### config.mk
export PLATFORM = sky130hd
export DESIGN_NAME = mem_fifo_ctrl
export DESIGN_NICKNAME = d
export VERILOG_FILES = /design/src/rtl/mem_fifo_ctrl.sv
export SDC_FILE = /design/constraint.sdc
export NUM_CORES = 1
export LEC_CHECK = 0
export ABC_CLOCK_PERIOD_IN_PS = 4110
export CAP_MARGIN = 20
export CELL_PAD_IN_SITES_DETAIL_PLACEMENT = 0
export CELL_PAD_IN_SITES_GLOBAL_PLACEMENT = 1
export CORE_MARGIN = 3
export CORE_UTILIZATION = 33
export CTS_CLUSTER_DIAMETER = 100
export DETAILED_ROUTE_END_ITERATION = 10
export PLACE_DENSITY_LB_ADDON = 0.1
export SLEW_MARGIN = 20
export SYNTH_ARGS = -nofsm -noshare
export SYNTH_HDL_FRONTEND = slang
export SYNTH_SLANG_ARGS = --single-unit
export TNS_END_PERCENT = 20
### constraint.sdc
create_clock -name clk -period 4.11 [get_ports clk]
set_input_delay 0.6165 -clock clk [delete_from_list [all_inputs] [get_ports clk]]
set_output_delay 0.6165 -clock clk [all_outputs]
set_load 0.01 [all_outputs]
### src/rtl/mem_fifo_ctrl.sv
// rtl/mem_fifo_ctrl.sv - circular FIFO controller driving a single-port synchronous memory
// Arbitrates push vs pop onto one memory port; popped data returns one cycle later.
module mem_fifo_ctrl #(
  parameter int DATA_W = 8,
  parameter int ADDR_W = 7,
  parameter int DEPTH  = 128
) (
  input  logic              clk,
  input  logic              rst_n,
  input  logic              push_valid,
  input  logic [DATA_W-1:0] push_data,
  output logic              push_ready,
  input  logic              pop_req,
  output logic              pop_ready,
  output logic              out_valid,
  output logic [DATA_W-1:0] out_data,
  output logic              full,
  output logic              empty,
  output logic [ADDR_W:0]   count,
  output logic              mem_ren,
  output logic              mem_wen,
  output logic [ADDR_W-1:0] mem_addr,
  output logic [DATA_W-1:0] mem_din,
  input  logic [DATA_W-1:0] mem_dout
);

  localparam logic [ADDR_W:0] FULL_CNT = (ADDR_W+1)'(DEPTH);

  logic [ADDR_W-1:0] wr_ptr;
  logic [ADDR_W-1:0] rd_ptr;
  logic [ADDR_W:0]   cnt;
  logic              prio;
  logic              ov;
  logic              can_pop;
  logic              can_push;
  logic              contend;
  logic              pop_fire;
  logic              push_fire;

  assign empty     = (cnt == '0);
  assign full      = (cnt == FULL_CNT);
  assign count     = cnt;
  assign out_valid = ov;
  assign out_data  = mem_dout;

  // Only a real two-sided request is contention; prio breaks the tie.
  always_comb begin
    can_pop    = pop_req && !empty;
    can_push   = push_valid && !full;
    contend    = can_pop && can_push;
    pop_ready  = rst_n && !empty && !(contend && prio);
    push_ready = rst_n && !full && !(contend && !prio);
    pop_fire   = pop_req && pop_ready;
    push_fire  = push_valid && push_ready;
  end

  always_comb begin
    mem_ren  = pop_fire;
    mem_wen  = push_fire;
    mem_addr = push_fire ? wr_ptr : rd_ptr;
    mem_din  = push_data;
  end

  always_ff @(posedge clk) begin
    if (!rst_n) begin
      wr_ptr <= '0;
      rd_ptr <= '0;
      cnt    <= '0;
      prio   <= 1'b0;
      ov     <= 1'b0;
    end else begin
      if (push_fire) wr_ptr <= wr_ptr + 1'b1;
      if (pop_fire)  rd_ptr <= rd_ptr + 1'b1;
      if (push_fire && !pop_fire)
        cnt <= cnt + 1'b1;
      else if (pop_fire && !push_fire)
        cnt <= cnt - 1'b1;
      if (contend) prio <= ~prio;
      ov <= pop_fire;
    end
  end

endmodule
Word-level counts from Yosys, hierarchy flattened
Index checks and enable logic that the tools add are counted.
Operators by class
  shifts and indexed selects: 0
  multipliers: 0
  div/mod/pow operators: 0
  magnitude comparators: 0
  add/subtract/negate cells: 4
  bitwise gates (word level): 1
  muxes and demuxes: 3
  reduce and logical (&&, ||, !) cells: 22
  equal/unequal tests: 1
Operators by type and width (number)
  8-bit two-way mux: 2
  7-bit by 1-bit adder with 7-bit output (second input constant): 2
  1-bit logical AND: 13
  8-bit by 1-bit adder with 8-bit output (second input constant): 1
  8-bit equality test (second input constant): 1
  8-bit zero test: 1
  8-bit by 1-bit subtractor with 8-bit output (second input constant): 1
  1-bit zero test: 7
  7-bit two-way mux: 1
  2-bit nonzero test: 1
  1-bit NOT: 1
Storage, ports and cells
  register bits: 24
  memory bits (read-only): 0
  output and inout port bits: 38
  input port bits: 20
  bits in latches: 0
  memories: 0
  RAM bits: 0
  logic and storage cells: 36

Logic depth before layout (Yosys ltp)
  word-level depth: 12
  gate-level depth with buffers: 14
  gate-level depth less buffers: 13

Worst setup path before layout
OpenSTA, ideal clock, no wires.
  path kind: register -> register
  start point: reg cnt[3] (netlist: count[3])
  end point: reg cnt[7] (netlist: count[7])
  clock period less this slack: 3.346 ns
  stages on the path, launching flop included: 13
  setup time: 0.134 ns
  path buffers: 1
  slack: 0.764 ns
  data arrival time: 3.212 ns
  data required time: 3.976 ns
  cells stage by stage: dfxtp_1 > nor4_4 > a211o_2 > and3_1 > buf_4 > nand2_4 > inv_1 > ha_1 > inv_1 > ha_1 > or4_4 > o221a_1 > or4_1
On the way
  word-level cells in the longest chain between the ends: 11
  elaborated cells on any way between the ends: 26
  those cells by class: 2 x add/sub; 1 x eq/ne; 2 x mux; 21 x reduce/logical
RTL lines
  start, declared: line 31  | logic [ADDR_W:0] cnt;
  start signal, assigned: line 75  | cnt <= cnt + 1'b1;
  start signal, assigned: line 77  | cnt <= cnt - 1'b1;
  8-bit equality test or 8-bit zero test (tied branches): line 41, 40
  1-bit zero test, on equally long branches: line 49, 52, 48
  1-bit logical AND, on equally long branches: line 49, 48
  1-bit logical AND: line 50  | contend = can_pop && can_push;
  1-bit logical AND: line 52  | push_ready = rst_n && !full && !(contend && !prio);
  1-bit zero test: line 52
  1-bit logical AND (*): line 52
  1-bit logical AND (*): line 54  | push_fire = push_valid && push_ready;
  net mem_wen: line 21  | output logic mem_wen,
  1-bit zero test: line 76  | else if (pop_fire && !push_fire)
  1-bit logical AND: line 76
  2-bit nonzero test (no source line)
The timed path passes the listed nets; every way through them passes the cells marked *. The select of a mux whose other input is x is not followed.
A chain may end at the register's enable or synchronous reset.

Worst setup path in the final report
  start point: in pop_req
  end point: reg cnt[7] (netlist: count[7])
On the way
  word-level cells in the longest chain between the ends: 9
  elaborated cells on any way between the ends: 16
  those cells by class: 1 x mux; 15 x reduce/logical
RTL lines
  start, declared: line 13  | input logic pop_req,
  1-bit logical AND: line 48  | can_pop = pop_req && !empty;
  1-bit logical AND: line 50
  1-bit logical AND, on equally long branches: line 51, 52
  1-bit zero test, on equally long branches: line 51, 52
  1-bit logical AND, on equally long branches: line 51, 52
  1-bit logical AND, on equally long branches: line 53, 54
  1-bit zero test, on equally long branches: line 74, 76
  1-bit logical AND, on equally long branches: line 74, 76
  8-bit two-way mux or 2-bit nonzero test (tied branches)
Parallel ways exist; a longest one is shown, timed or not.

==> flow_summary.json <==
{
  "met2_length_mm": 1.55,
  "cts_buffer_depth": 2,
  "maxClockFrequency_mhz": 270,
  "root_buffer": "clkbuf_8",
  "wl_per_cell_um": 14.2,
  "cap_violations": 0,
  "worstPathMaxFanout": 9,
  "insertion_delay_ps": 270,
  "io_pins": 58,
  "area_delta_synth_final_pct": 15.9,
  "dp_hpwl_mm": 2.92,
  "cts_tree": "yes",
  "ys_warn_count": 0,
  "rows": 25,
  "seq_area_frac_synth": 0.282,
  "vdd_drop_max_mv": 0.244,
  "finalSetupTns_ps": 0,
  "postCtsSetupBuffers": 0,
  "end_kind": "flop",
  "core_area_sq_mm": 0.00485,
  "start_kind": "primary input",
  "skew_ps": 5.80,
  "drt-met1-wl_mm": 2.01,
  "synth_top_family_by_area": "simple AND/OR/NAND/NOR gates",
  "die_width_um": 77.9,
  "syn_nets": 224,
  "worst_slew_pin_slew_ps": 484,
  "hold_violations": 0,
  "grt_usage": 0.135,
  "setup_viol": 0,
  "place.gp.congestion": 0.782,
  "viasPerCell": 4.99,
  "port_buffers": 25,
  "syn_area_sq_mm": 0.00170,
  "overflow": 0,
  "fillers": 473,
  "initial_core_util": 0.351,
  "cts.sinks": 24,
  "setup_ws_ps": 400,
  "top_layer": "met4",
  "dpl_worst_slack_ps": 120,
  "antenna_found_initial": 0,
  "netlist-cell-type-count": 49,
  "syn_inst": 194,
  "powerDensity_mw_per_mm2": 661,
  "drcViolationCount": 0,
  "layout_common_cells": "clkdlybuf4s50_1, dfxtp_1, nand2_1",
  "place_area_sq_mm": 0.00190,
  "final_common_cell": "clkdlybuf4s50_1",
  "drt_first_pass_iters": 4,
  "yosys.area_share.xor_xnor": 0.0565,
  "muxShareOfSynthArea": 0.0837,
  "outcome": "finished, final reports clean",
  "cts_resized": 0,
  "synth_compound_area_frac": 0.112,
  "dr_total_vias": 1352,
  "ys_ff_latch": 24,
  "synth.avg_cell_area_sq_um": 8.78,
  "hold_class": "reg -> reg",
  "arrival_ps": 3860,
  "synth_edf_count": 0,
  "antenna_left": 0,
  "final_core_util": 0.407,
  "grt_max_degree": 37,
  "synth-main-ff-cell": "dfxtp_1",
  "drv_slew": 0,
  "die-area_sq_mm": 0.00606,
  "cp.required_ps": 4260,
  "rsz0062_at_grt": "no",
  "initialDrtViolationCount": 50,
  "leakagePower_nw": 0.861,
  "htree_levels": 1,
  "min_period_ps": 3710,
  "design_area_sq_mm": 0.00197,
  "cts.reportedPaths.clkPinSlew_ps": 90,
  "grt_pass1_vias": 1355,
  "yosys.area_share.simple": 0.274,
  "synth_adder_area_share": 0.0778,
  "die_h_um": 77.9,
  "drive_gt1_frac": 0.123,
  "rrSetupSlack_ps": 480,
  "fin_nets": 235,
  "period_share": 0.903,
  "grt_pass1_wl_mm": 6.64,
  "post_cts_hold_buffer_count": 0,
  "antenna_cells": 0,
  "wl_mm": 3.84,
  "cts_buffers": 3,
  "path_class": "in -> reg",
  "slew_headroom": 0.674,
  "dr_wl_met3_um": 175,
  "ys_async_sr_fraction": 0
}
per-stage QoR:
step	hold WS (ps)	cells	power, mW
final	481	271	1.30
after floorplan	442	194	0.874
after CTS	479	271	1.32
after global routing	520	271	1.43
after detailed placement	468	267	1.10
after global placement	456	267	1.10
sequential cells by signal, indices dropped and copies added, names as in the netlist:
| signal | count |
|---|---|
| count | 8 |
| out_valid | 1 |
| prio | 1 |
| rd_ptr | 7 |
| wr_ptr | 7 |
Yosys cell counts, types with 2 or more instances:
cell / n / area (sq um)
dfxtp_1: 24 / 480
nand2_1: 21 / 78.8
buf_4: 17 / 128
and2_1: 12 / 75.1
ha_1: 9 / 113
nand3_1: 8 / 40.0
and3_1: 6 / 37.5
inv_1: 6 / 22.5
mux2_2: 6 / 67.6
mux2i_1: 6 / 60.1
o21ai_0: 6 / 30.0
xor2_1: 6 / 52.6
nand2b_1: 5 / 31.3
nand4_1: 5 / 31.3
xnor2_1: 5 / 43.8
a211oi_1: 4 / 30.0
a21oi_1: 4 / 20.0
clkbuf_1: 4 / 15.0
nor2_1: 4 / 15.0
a21o_1: 3 / 22.5
and3_2: 2 / 15.0
nor2b_1: 2 / 12.5
nor4_1: 2 / 12.5
nor4bb_1: 2 / 20.0
cell families after synthesis:
family	Yosys count
AND/OR/NAND/NOR	79
buffers and inverters	30
AO/OA/AOI/OAI	27
flip-flops	24
multiplexers	13
XOR/XNOR	11
adder cells (fa/ha/maj)	10
layer usage:
| metal | GRT usage | vias up |
|---|---|---|
| met1 | 0.196 | 610 |
| met5 | 0 | - |
| li1 | - | 692 |
| met3 | 0.0220 | 24 |
| met2 | 0.195 | 26 |
| met4 | 0.0569 | 0 |
worst max-delay path: stages:
cell and delay (ps):
clkdlybuf4s50_1 480, inv_1 60, a211o_2 310, and3_1 260
nand2_4 160, inv_1 80, ha_1 200, inv_1 250
ha_1 330, o21ai_1 220, nand2b_1 80, a21o_1 190
o221a_1 110, or4_1 500
final cells by class:
type                       count  area, sq um  area share
sequential                    24          480       0.243
inverter                       6         22.5      0.0114
multi-input combinational    140         1030       0.521
timing repair buffer          30          288       0.146
clock inverter                 1         30.0      0.0152
clock buffer                   3         41.3      0.0209
tap                           67         83.8      0.0425
power by group:
| group | total, mW | internal [mW] | switching [mW] |
|---|---|---|---|
| logic | 0.732 | 0.375 | 0.358 |
| clock network | 0.212 | 0.130 | 0.0820 |
| registers | 0.360 | 0.284 | 0.0761 |
| total | 1.30 | 0.789 | 0.516 |
path summary, 6_finish.rpt:
kind,endpoint,depth (start not counted),start
min,rd_ptr[6],2,rd_ptr[6]
max reg2reg,count[7],11,count[3]
max,count[7],14,pop_req
min reg2reg,rd_ptr[6],2,rd_ptr[6]
Note: power is estimated with default switching activity, not from simulation.
